===== src/rtl/adc_cfg_pkg.sv =====
// Shared definitions for the ADC configuration sequencer.
// State encodings and configuration-entry field layout.
package adc_cfg_pkg;

    localparam int ENTRY_W  = 36;
    localparam int DATA_LSB = 0;
    localparam int CPHA_BIT = 32;
    localparam int CPOL_BIT = 33;
    localparam int SEL_LSB  = 34;

    localparam logic [2:0] ST_IDLE    = 3'd0;
    localparam logic [2:0] ST_LOAD    = 3'd1;
    localparam logic [2:0] ST_KICK    = 3'd2;
    localparam logic [2:0] ST_WAIT_HI = 3'd3;
    localparam logic [2:0] ST_WAIT_LO = 3'd4;
    localparam logic [2:0] ST_GAP     = 3'd5;
    localparam logic [2:0] ST_FIN     = 3'd6;
    localparam logic [2:0] ST_ERR     = 3'd7;

    typedef enum logic [2:0] {
        IDLE    = ST_IDLE,
        LOAD    = ST_LOAD,
        KICK    = ST_KICK,
        WAIT_HI = ST_WAIT_HI,
        WAIT_LO = ST_WAIT_LO,
        GAP     = ST_GAP,
        FIN     = ST_FIN,
        ERR     = ST_ERR
    } state_t;

endpackage


===== src/rtl/adc_cfg_table.sv =====
// Configuration word store: synchronous write, combinational read.
// Contents survive reset so a list can be replayed after an abort.
module adc_cfg_table
    import adc_cfg_pkg::*;
#(
    parameter int DEPTH = 8,
    parameter int AW    = 3
) (
    input  logic               clk,
    input  logic               we,
    input  logic [AW-1:0]      waddr,
    input  logic [ENTRY_W-1:0] wdata,
    input  logic [AW-1:0]      raddr,
    output logic [ENTRY_W-1:0] rdata
);

    logic [ENTRY_W-1:0] mem [DEPTH];

    always_ff @(posedge clk) begin
        if (we) begin
            mem[waddr] <= wdata;
        end
    end

    assign rdata = mem[raddr];

endmodule


===== src/rtl/adc_cfg_seq.sv =====
// Replays a table of ADC configuration words into SPI4ADC,
// one spi_start per entry, with ack/transfer timeouts.
module adc_cfg_seq
    import adc_cfg_pkg::*;
#(
    parameter int DEPTH   = 8,
    parameter int AW      = 3,
    parameter int GAP_CYC = 16,
    parameter int ACK_TO  = 64,
    parameter int XFER_TO = 4096
) (
    input  logic               clk,
    input  logic               rst,
    input  logic               cfg_we,
    input  logic [AW-1:0]      cfg_addr,
    input  logic [ENTRY_W-1:0] cfg_wdata,
    input  logic [AW:0]        cfg_len,
    input  logic               start,
    input  logic               spi_status,
    output logic               spi_start,
    output logic [31:0]        spi_data,
    output logic               spi_cpol,
    output logic               spi_cpha,
    output logic               ps_A0,
    output logic               ps_A1,
    output logic               busy,
    output logic               done,
    output logic               err,
    output logic [AW-1:0]      cur_idx
);

    localparam int TW = $clog2(XFER_TO + 1);

    state_t             state;
    logic [TW-1:0]      tmr;
    logic [TW-1:0]      tmr_inc;
    logic [AW:0]        len_q;
    logic [AW:0]        idx_nxt;
    logic [ENTRY_W-1:0] entry;

    adc_cfg_table #(
        .DEPTH (DEPTH),
        .AW    (AW)
    ) u_table (
        .clk   (clk),
        .we    (cfg_we & ~busy),
        .waddr (cfg_addr),
        .wdata (cfg_wdata),
        .raddr (cur_idx),
        .rdata (entry)
    );

    assign tmr_inc = (tmr == {TW{1'b1}}) ? tmr : tmr + 1'b1;
    assign idx_nxt = {1'b0, cur_idx} + {{AW{1'b0}}, 1'b1};

    // Timeouts are flagged on entry to ERR so err rises exactly
    // ACK_TO / XFER_TO cycles into the wait.
    always_ff @(posedge clk or posedge rst) begin
        if (rst) begin
            state     <= IDLE;
            tmr       <= '0;
            len_q     <= '0;
            cur_idx   <= '0;
            spi_start <= 1'b0;
            spi_data  <= '0;
            spi_cpol  <= 1'b0;
            spi_cpha  <= 1'b0;
            ps_A0     <= 1'b0;
            ps_A1     <= 1'b0;
            busy      <= 1'b0;
            done      <= 1'b0;
            err       <= 1'b0;
        end else begin
            spi_start <= 1'b0;
            done      <= 1'b0;
            unique case (state)
                IDLE: begin
                    if (start) begin
                        busy    <= 1'b1;
                        err     <= 1'b0;
                        cur_idx <= '0;
                        len_q   <= cfg_len;
                        state   <= (cfg_len == '0) ? FIN : LOAD;
                    end
                end
                LOAD: begin
                    spi_data <= entry[DATA_LSB +: 32];
                    spi_cpol <= entry[CPOL_BIT];
                    spi_cpha <= entry[CPHA_BIT];
                    ps_A0    <= entry[SEL_LSB];
                    ps_A1    <= entry[SEL_LSB + 1];
                    state    <= KICK;
                end
                KICK: begin
                    spi_start <= 1'b1;
                    tmr       <= '0;
                    state     <= WAIT_HI;
                end
                WAIT_HI: begin
                    if (spi_status) begin
                        tmr   <= '0;
                        state <= WAIT_LO;
                    end else if (tmr_inc == TW'(ACK_TO)) begin
                        err   <= 1'b1;
                        busy  <= 1'b0;
                        state <= ERR;
                    end else begin
                        tmr <= tmr_inc;
                    end
                end
                WAIT_LO: begin
                    if (!spi_status) begin
                        tmr   <= '0;
                        state <= GAP;
                    end else if (tmr_inc == TW'(XFER_TO)) begin
                        err   <= 1'b1;
                        busy  <= 1'b0;
                        state <= ERR;
                    end else begin
                        tmr <= tmr_inc;
                    end
                end
                GAP: begin
                    if (tmr_inc == TW'(GAP_CYC)) begin
                        tmr <= '0;
                        if (idx_nxt == len_q) begin
                            state <= FIN;
                        end else begin
                            cur_idx <= idx_nxt[AW-1:0];
                            state   <= LOAD;
                        end
                    end else begin
                        tmr <= tmr_inc;
                    end
                end
                FIN: begin
                    done  <= 1'b1;
                    busy  <= 1'b0;
                    state <= IDLE;
                end
                ERR: begin
                    state <= IDLE;
                end
                default: begin
                    state <= IDLE;
                end
            endcase
        end
    end

endmodule


===== config.mk =====
export PLATFORM = sky130hd
export DESIGN_NAME = adc_cfg_seq
export DESIGN_NICKNAME = d
export VERILOG_FILES = /design/src/rtl/adc_cfg_pkg.sv /design/src/rtl/adc_cfg_table.sv /design/src/rtl/adc_cfg_seq.sv
export SDC_FILE = /design/constraint.sdc
export NUM_CORES = 1
export LEC_CHECK = 0
export ABC_AREA = 1
export CAP_MARGIN = 10
export CORE_MARGIN = 2
export CORE_UTILIZATION = 49
export CTS_CLUSTER_DIAMETER = 100
export DETAILED_ROUTE_END_ITERATION = 16
export HOLD_SLACK_MARGIN = 0.15
export PLACE_DENSITY = 0.68
export SLEW_MARGIN = 20
export SYNTH_ARGS = -nofsm -noshare
export SYNTH_HDL_FRONTEND = slang
export SYNTH_SLANG_ARGS = --single-unit

===== constraint.sdc =====
create_clock -name clk -period 5.1 [get_ports clk]
set_clock_uncertainty 0.2 [all_clocks]
set_input_delay 1.02 -clock clk [delete_from_list [all_inputs] [get_ports clk]]
set_output_delay 1.02 -clock clk [all_outputs]
set_load 0.02 [all_outputs]

* Yosys cells after proc, flatten, opt, wreduce, memory -nomap -nowiden *
Memories as Yosys holds them, arrays and structs flattened. A register that Yosys moved wholly into a read port is not among the register bits.
Index checks and enable logic that the tools add are counted.

storage, ports and cells
  bits in registers = 27
  bits in writable memories = 288
  input port bits = 48
  output and inout port bits = 43
  logic and storage cells = 85
  memories = 1

operators by class
  add/subtract/negate cells = 2
  equal/unequal tests = 23
  mux-type cells = 36
  bitwise logic cells = 2
  reductions and logical operators = 13

memory list
  memory       words  bits a word  rd ports  clocked after memory_dff  wr ports  RTL line             text
  u_table.mem  8      36           1         1                         1         adc_cfg_table.sv:17  logic [ENTRY_W-1:0] mem [DEPTH];

operators by type and width
  cell                   number
  $mux 13                6
  $pmux 13 s4            1
  $mux 3                 11
  $eq 13x13->1 const B   2
  $pmux 3 s7             1
  $mux 1                 14
  $ne 2x2->1 const B     7
  $add 13x1->13 const B  1
  $eq 13x5->1 const B    1
  $eq 13x7->1 const B    1
  $eq 3x3->1 const B     4
  $ne 3x3->1 const B     4
  $reduce_and 6->1       2
  $reduce_and 4->1       2
  $reduce_bool 4->1      2
  $eq 3x2->1 const B     2
  $pmux 3 s2             1
  $add 3x1->4 const B    1
  $eq 4x4->1             1
  $logic_not 4->1        1
  $pmux 1 s4             1
  $eq 3x1->1 const B     1
  $logic_not 3->1        1
  $pmux 1 s3             1
  other kinds (7)        7

* Depth between registers and ports, before layout *
Gate-level depths: netlist (run 1).

  word-level depth = 6
  mapped depth = 17
  gate-level depth less buffers = 16

* Hierarchy *
A second synthesis (run 1) with hierarchy kept.

second synthesis, totals
  cells, all modules = 1635
  area total of the unflattened synthesis = 15861.5 um^2

by module, submodules not included
  module         times used  cells an instance  area each (um^2)  sequential area each (um^2)
  adc_cfg_table  1           1261               12560.8           8648.3
  adc_cfg_seq    1           374                3300.7            1576.5

* Least setup slack after synthesis (run 1) *
Ideal clock, no wire load.

  path kind = input to register
  from = input port cfg_we
  to = memory u_table.mem[0][0] (enable)
  library setup time = 0.429 ns
  data arrival time = 2.782 ns
  data required time = 4.471 ns
  slack = 1.689 ns
  stages on the path = 4
  buffers on the path = 0
  cells stage by stage = inv_1 -> nor2_1 -> nand2_1 -> nor2_1

between the ends
  longest elaborated chain between the ends = 3

RTL lines
  item                          RTL line             text
  start: declaration            adc_cfg_seq.sv:14    input logic cfg_we,
  $and 1x1->1                   adc_cfg_seq.sv:46    .we (cfg_we & ~busy),
  $mux 1                        adc_cfg_table.sv:20  if (we) begin
  $mux 1 (implied by the code)  adc_cfg_table.sv:21  mem[waddr] <= wdata;
  end: declaration              adc_cfg_table.sv:17

Every way passes these cells.

* Worst setup path in the final report (run 1) *
  from = register cur_idx[2]
  to = output port cur_idx[2]

RTL lines
  item                      RTL line            text
  start: declaration        adc_cfg_seq.sv:29   output logic [AW-1:0] cur_idx
  start signal: assignment  adc_cfg_seq.sv:129  cur_idx <= idx_nxt[AW-1:0];

No word-level cell between the ends.

==> flow_metrics.tcl, run 1 <==
set metrics [dict create \
    status "completed" \
    p_per_area_nw_per_um2 476 \
    critPathLaunchType "register" \
    insertion_delay_ps 520 \
    cts.clk_slew.worst_paths_ps 60 \
    worstPathMaxFanout 46 \
    fp.coreArea_um2 28600 \
    finalSetupViolCount 0 \
    fin_setup_tns_ps 0 \
    final_area_um2 16700 \
    yosysTopAreaCell "edfxtp_1" \
    antenna_found_initial 1 \
    fmax_mhz 277 \
    cp.required_ps 3880 \
    drc 0 \
    end_kind "primary output" \
    maxSlewHeadroom_pct 26.6 \
    gp_congestion 0.870 \
    fp.dieW_um 174 \
    wl_per_cell_um 19.5 \
    cellLeakagePower_uw 0.00598 \
    die_area_um2 30400 \
    rows 62 \
    layout-drive-gt1-share_pct 8.31 \
    antenna_left 0 \
    hold_buffers 0 \
    max_cap_violations 0 \
    gr-total-overflow 0 \
    cp_num_buf_inv 1 \
    io_buffers 90 \
    numClockSinks 351 \
    postSynthCellCount 1193 \
    stdcell_count 1685 \
    syn-num-nets 1243 \
    synthTopCellsByArea "edfxtp_1 61%, dfrtp_1 11%, o21ai_0 6.8%" \
    placed_area_um2 15500 \
    cp_cell_sequence "clkdlybuf4s50_1" \
    drt-total-wl_um 32900 \
    pin_count 91 \
    grt_pass1_wl_um 51800 \
    cts-root-buf "clkbuf_16" \
    place_hpwl_um 19700 \
    numCtsBuffers 37 \
    via_count 9530 \
    finalHoldViolCount 0 \
    slowest_stage "dfrtp_2" \
    arrival_ps 2380 \
    layout.nets 1323 \
    clock_path_buffers 3 \
    hold_path_class "register to register" \
    final_cell_mix "288 x edfxtp_1, 197 x nor2_1, 193 x o21ai_0, 161 x nand2_1, 90 x clkdlybuf4s50_1" \
    placed_cells 1618 \
    crit_family "flip-flops" \
    synth_area_um2 14200 \
    dr.pass1.iters 5 \
    yosysWarningCount 0 \
    grtUsageTotal_pct 21.7 \
    cp_slowest_stage_delay_ps 1080 \
    synth_ff_type "edfxtp_1" \
    area_growth_pct 17.8 \
    synth_edf_count 288 \
    async_reset_ff_share_pct 17.9 \
    synth.avg_cell_area_um2 11.9 \
    htree_levels 2 \
    synth_seq_cells 351 \
    tritoncts "done" \
    via_per_inst 5.66 \
    rsz0062_at_grt "false" \
    final_common_cell "edfxtp_1" \
    yosys.area.top_type_share_pct 60.9 \
    ys_seq_area_share_pct 72.0 \
    fin_crit_sh_pct 70.7 \
    drv_slew 0 \
    final_core_util_pct 58.5 \
    start_util_pct 49.6 \
    path_class "register to primary output" \
    final.min_clock_period_ps 3600 \
    grt_max_degree 115 \
    synth_cell_types 38 \
    cts_resized 0 \
    first_global_vias 9304 \
    die_h_um 174 \
    postCtsSetupBuffers 0 \
    worstMarginPinSlew_ps 1100 \
    ir_drop_v 0.000328 \
    drt_iter0_drc 911 \
]
-- area by class of cell --
class                      instances  area, um^2
antenna                            1        2.50
clock buffer                      44         952
clock inverter                    22         234
fill                            2242       11900
inverter                          43         165
multi-input combinational        733        3600
sequential                       351       10200
tap                              384         480
timing repair buffer             107        1060
-- per-layer routing --
| layer | up-vias | GRT usage [%] | part of all wire [%] |
|---|---|---|---|
| met1 | 4643 | 30.9 | 43 |
| met5 | - | 0 | 0 |
| met4 | 0 | 7.11 | 2.6 |
| met3 | 68 | 3.81 | 7.0 |
| li1 | 4449 | - | - |
| met2 | 370 | 34.3 | 47 |
-- state kept, by name, summed over array words and instances, names as in the netlist, 3 cells and up --
signal       cells
state            3
spi_data        32
len_q            4
cur_idx          3
u_table.mem    288
tmr             13
-- synth_stat cells, drive strengths merged, types with 4 or more instances --
master and number:
buf 9, nor3 5, inv 42, o21ai 193, o221ai 22, edfxtp 288, o22ai 50, o211ai 10
xor2 4, dfrtp 63, a21oi 7, nor2 215, mux2 4, nand3 38, nand2 168, nand4 5
clkbuf 57
-- worst paths after layout --
path                            startpoint           end  slack [ps]  cells past startpoint
min in group asynchronous              rst         ps_A1         740                      2
max in group asynchronous              rst  spi_data[30]        3080                      3
worst max-delay path            cur_idx[2]    cur_idx[2]        1500                      1
worst max register to register  cur_idx[1]    cur_idx[2]        2140                     11
worst min-delay path                   err           err         270                      2
worst min register to register         err           err         270                      2
-- report_power, final --
group,switching (uW),total (uW),internal [uW]
registers,172,3550,3380
logic,1140,1780,636
clock network,1050,2630,1590
-- cells by family after synthesis --
family | Yosys count | share of synthesized area [%]
AO/OA/AOI/OAI | 286 | 11.4
XOR/XNOR | 6 | 0.370
multiplexers | 4 | 0.317
adder cells (fa/ha/maj) | 2 | 0.176
flip-flops | 351 | 72.0
buffers and inverters | 109 | 3.08
AND/OR/NAND/NOR | 435 | 12.7
-- through the flow --
stage | hold WS, ps | worst slack (ps) | power, uW
CTS | 276 | 1510 | 8000
detailed placement | 262 | 1360 | 5380
floorplan | 274 | 1690 | 4650
finish | 271 | 1500 | 7960
global placement | 255 | 1370 | 5340
global route | 302 | 1450 | 8330
Note: power is estimated with default switching activity, not from simulation.
==> inputs of run 2 (changes only) <==
PLACE_DENSITY = 0.71   (was 0.68)
clock period = 2.9 ns   (was 5.1 ns; I/O delays follow)
==> flow_metrics.tcl, run 2 (same netlist as run 1, synthesis figures left out) <==
set metrics [dict create \
    finalSetupViolCount 0 \
    fmax_mhz 399 \
    placed_area_um2 15800 \
    largest_reg_flops 288 \
    numCtsBuffers 37 \
    rr_startpoint "tmr[1]" \
    arrival_ps 2710 \
    cp_cell_sequence "ha_1 > nand2_2 > nor2_4 > nand2_4 > inv_2 > nand2_4 > nand2_1 > nor2_1 > nand2_1 > nor2_1 > nand2_1 > nand2_2 > nand3_2 > nand3_1 > nand2_1" \
    fin_ws_ps 392 \
    crit_path_frequent_cell "nand2_1" \
    io_buffers 90 \
    seq_power_share_pct 43.7 \
    tritoncts "done" \
    htree_levels 2 \
    path_class "register to register" \
    largest_register "u_table.mem" \
    drc 0 \
    clkPwrFrac_pct 33.5 \
    pin_count 91 \
    reg_top3 "u_table.mem (288), spi_data (32), tmr (13)" \
    drt-total-wl_um 32300 \
    layout.nets 1337 \
    grt_pass1_wl_um 51900 \
    status "completed" \
    antenna_left 0 \
    place_hpwl_um 19300 \
    p_comb_share_pct 22.8 \
    cts-root-buf "clkbuf_16" \
    start_util_pct 49.6 \
    clock_path_buffers 3 \
    postCtsSetupBuffers 0 \
    antenna_found_initial 0 \
    num_antenna_cells 0 \
    via_count 9539 \
    dr.pass1.iters 5 \
    cp.required_ps 3100 \
    grt_max_degree 146 \
    wl_met1_um 13700 \
    sw_frac_of_total_pct 29.8 \
    hold_path_class "input pin to asynchronous set/reset pin" \
    fp.dieW_um 174 \
    rsz0062_at_grt "false" \
    worstPathMaxFanout 13 \
    grtUsageTotal_pct 21.8 \
    intPower_uw 9950 \
    gp_congestion 0.870 \
    met3WireLength_um 1690 \
    gr-total-overflow 0 \
    maxSlewHeadroom_pct 51.3 \
    drv_slew 0 \
    cellLeakagePower_uw 0.00611 \
    cp_slowest_stage_delay_ps 420 \
    via_per_inst 5.61 \
    end_kind "register" \
    hold_buffers 0 \
    p_per_area_nw_per_um2 833 \
    final_common_cell "edfxtp_1" \
    rows 62 \
    drt_iter0_drc 953 \
    die_h_um 174 \
    first_global_vias 9564 \
    topRoutingLayerUsed "met4" \
    layout-drive-gt1-share_pct 9.80 \
    die_area_um2 30400 \
    stdcell_count 1700 \
    placed_cells 1632 \
    slowest_stage "dfrtp_1" \
    met2_length_um 16000 \
    cp-startpoint "tmr[1]" \
    worstMarginPinSlew_ps 731 \
    p_sw_uw 4230 \
    ir_drop_v 0.000560 \
    cts.clk_slew.worst_paths_ps 60 \
    final.min_clock_period_ps 2510 \
    whs_ps 235 \
    fp.coreArea_um2 28600 \
    fin_crit_sh_pct 86.5 \
    area_growth_pct 19.9 \
    wl_per_cell_um 19.0 \
    final_area_um2 17000 \
    numClockSinks 351 \
    cts_resized 0 \
    pre_cts_ws_ps 242 \
    max_cap_violations 0 \
    final_cell_mix "288 x edfxtp_1, 197 x nor2_1, 193 x o21ai_0, 161 x nand2_1, 90 x clkdlybuf4s50_1" \
    insertion_delay_ps 530 \
    power_uw 14200 \
    finalHoldViolCount 0 \
    critPathLaunchType "register" \
]
## run 2: cell type report
cell class | instances | area (um^2)
clock buffer | 49 | 1000
clock inverter | 19 | 231
fill | 2206 | 11600
inverter | 43 | 164
multi-input combinational | 733 | 3600
sequential | 351 | 10200
tap | 384 | 480
timing repair buffer | 121 | 1310
## run 2: power by group through the flow
stage | combinational [uW] | sequential (uW) | clock [uW]
after floorplan | 1610 | 6560 | 0
after global placement | 3170 | 6280 | 0
after detailed placement | 3250 | 6290 | 0
after CTS | 3270 | 6190 | 4810
after global routing | 3580 | 6240 | 5020
final | 3240 | 6190 | 4750
## run 2: metrics by stage
stage | util [%] | TNS [ps]
finish | 59.5 | 0
global placement | 55.2 | 0
CTS | 59.5 | 0
detailed placement | 55.2 | 0
floorplan | - | -20360
global route | 59.5 | 0
## run 2: per-layer routing
| metal | track usage [%] | vias up |
|---|---|---|
| li1 | - | 4462 |
| met1 | 28.5 | 4690 |
| met2 | 37.1 | 322 |
| met3 | 3.13 | 65 |
| met4 | 8.23 | 0 |
| met5 | 0 | - |
## run 2: final timing paths
kind | cells after the start | slack, ps | to
min in group clk | 2 | 280 | spi_data[3]
max in group asynchronous | 3 | 1830 | spi_data[16]
worst min register to register | 2 | 280 | spi_data[3]
worst min-delay path | 3 | 230 | len_q[1]
worst max-delay path | 15 | 390 | tmr[5]
worst max register to register | 15 | 390 | tmr[5]
## run 2: critical path, delay by kind of cell, from the launching register on
| kind | cells | cell delay, ps |
|---|---|---|
| AND/OR/NAND/NOR | 13 | 1490 |
| flip-flops | 1 | 420 |
| adder cells (fa/ha/maj) | 1 | 230 |
| buffers and inverters | 1 | 50 |
==> inputs of run 3 (changes only) <==
CELL_PAD_IN_SITES_DETAIL_PLACEMENT = 0   (was default)
CELL_PAD_IN_SITES_GLOBAL_PLACEMENT = 1   (was default)
CORE_UTILIZATION = 43   (was 49)
GPL_ROUTABILITY_DRIVEN = 1   (was default)
PLACE_DENSITY = default   (was 0.71)
PLACE_DENSITY_LB_ADDON = 0.1   (was default)
==> flow_metrics.tcl, run 3 (same netlist as run 1, synthesis figures left out) <==
set metrics [dict create \
    ir_drop_v 0.000703 \
    status "completed" \
    whs_ps 208 \
    insertion_delay_ps 520 \
    fp.dieW_um 186 \
    finalSetupViolCount 0 \
    placed_area_um2 16000 \
    slowest_stage "dfrtp_1" \
    worstMarginPinSlew_ps 527 \
    max_cap_violations 0 \
    cts.clk_slew.worst_paths_ps 60 \
    seq_power_share_pct 43.0 \
    io_buffers 90 \
    grt_pass1_wl_um 53900 \
    drv_slew 0 \
    pin_count 91 \
    p_comb_share_pct 23.0 \
    cts-root-buf "clkbuf_16" \
    hold_buffers 0 \
    dr.pass1.iters 5 \
    fillers 2883 \
    die_area_um2 34500 \
    numClockSinks 351 \
    fin_crit_sh_pct 88.4 \
    final_common_cell "edfxtp_1" \
    cp_num_buf_inv 1 \
    largest_register "u_table.mem" \
    via_count 9365 \
    rows 66 \
    p_per_area_nw_per_um2 833 \
    layout-drive-gt1-share_pct 10.9 \
    wl_per_cell_um 19.5 \
    num_antenna_cells 0 \
    clkPwrFrac_pct 34.0 \
    crit_path_frequent_cell "nand2_1" \
    drt_iter0_drc 734 \
    first_global_vias 9263 \
    cellLeakagePower_uw 0.00620 \
    place_hpwl_um 21200 \
    htree_levels 2 \
    drc 0 \
    worstPathMaxFanout 13 \
    reg_top3 "u_table.mem (288), spi_data (32), tmr (13)" \
    die_h_um 186 \
    antenna_left 0 \
    gr-total-overflow 0 \
    via_per_inst 5.29 \
    antenna_found_initial 0 \
    stdcell_count 1769 \
    drt-total-wl_um 34500 \
    grtUsageTotal_pct 20.6 \
    gp_congestion 0.799 \
    layout.nets 1348 \
    multiInputGateArea_um2 3610 \
    intPower_uw 10100 \
    area_growth_pct 21.5 \
    final.min_clock_period_ps 2560 \
    fmax_mhz 390 \
    largest_reg_flops 288 \
    crit_family "simple AND/OR/NAND/NOR gates" \
    rsz0062_at_grt "false" \
    finalHoldViolCount 0 \
    postCtsSetupBuffers 0 \
    maxSlewHeadroom_pct 64.8 \
    p_sw_uw 4270 \
    fp.coreArea_um2 32500 \
    placed_cells 1700 \
    arrival_ps 2760 \
    cp_cell_sequence "ha_2 > nand2_2 > nor2_4 > nand2_4 > inv_2 > nand2_4 > nand2_1 > nand2_1 > nor2_4 > nand2_1 > nor2_1 > nand2_1 > nand2_2 > nand3_2 > nand3_1 > nand2_1" \
    final_cell_mix "288 x edfxtp_1, 197 x nor2_1, 193 x o21ai_0, 161 x nand2_1, 90 x clkdlybuf4s50_1" \
    cp.required_ps 3100 \
    sw_frac_of_total_pct 29.7 \
    start_util_pct 43.6 \
    grt_max_degree 67 \
    regArea_um2 10200 \
    tritoncts "done" \
    hold_path_class "input pin to asynchronous set/reset pin" \
    power_uw 14400 \
    final_area_um2 17200 \
    path_class "register to register" \
    numCtsBuffers 38 \
    critPathLaunchType "register" \
    clock_path_buffers 3 \
    cp_slowest_stage_delay_ps 410 \
    end_kind "register" \
]
## run 3: cell count changes in the layout (fill, tap and decap cells not counted), sizes merged
cell	previous run	this run
inv	46	43
clkbuf	49	51
buf	31	41
clkinv	11	13
## run 3: through the flow
step | util, % | setup WS [ps] | setup TNS [ps]
finish | 53.0 | 338 | 0
global route | 53.0 | 44.6 | 0
CTS | 53.0 | 240 | 0
detailed placement | 49.1 | 234 | 0
global placement | 49.1 | 263 | 0
floorplan | - | -70.7 | -20360
## run 3: path summary, 6_finish.rpt
check / slack (ps) / cells past startpoint / from / endpoint
setup / recovery: 340 / 16 / tmr[1] / tmr[5]
hold / removal: 210 / 2 / rst / spi_data[28]
setup reg to reg: 340 / 16 / tmr[1] / tmr[5]
hold reg to reg: 270 / 2 / spi_data[2] / spi_data[2]
max in group asynchronous: 1720 / 3 / rst / spi_data[20]
min in group clk: 270 / 2 / spi_data[2] / spi_data[2]
## run 3: power by group through the flow
stage	clock network (uW)	registers, uW	logic [uW]
final	4890	6170	3300
after global routing	5190	6220	3670
after CTS	4970	6180	3370
after detailed placement	0	6280	3350
after global placement	0	6270	3340
after floorplan	0	6560	1610
## run 3: cell type report
cell class / instances / area share, %
Sequential cell: 351 / 59.3
Multi-Input combinational cell: 733 / 20.9
Timing Repair Buffer: 131 / 8.17
Clock buffer: 51 / 6.14
Tap cell: 442 / 3.21
Clock inverter: 18 / 1.28
Inverter: 43 / 0.950
## run 3: repair_timing
action / 4_1_cts / 5_1_grt
endpoints found under the setup margin: 0 / 5
resized for setup: 0 / 2
hold endpoints to repair: 0 / 0
## run 3: per-layer routing
layer	vias up	GRT usage [%]	part of all wire, %
li1	4487	-	-
met1	4671	28.7	46
met2	172	34.7	49
met3	35	2.90	3.8
met4	0	4.09	1.3
met5	-	0	0
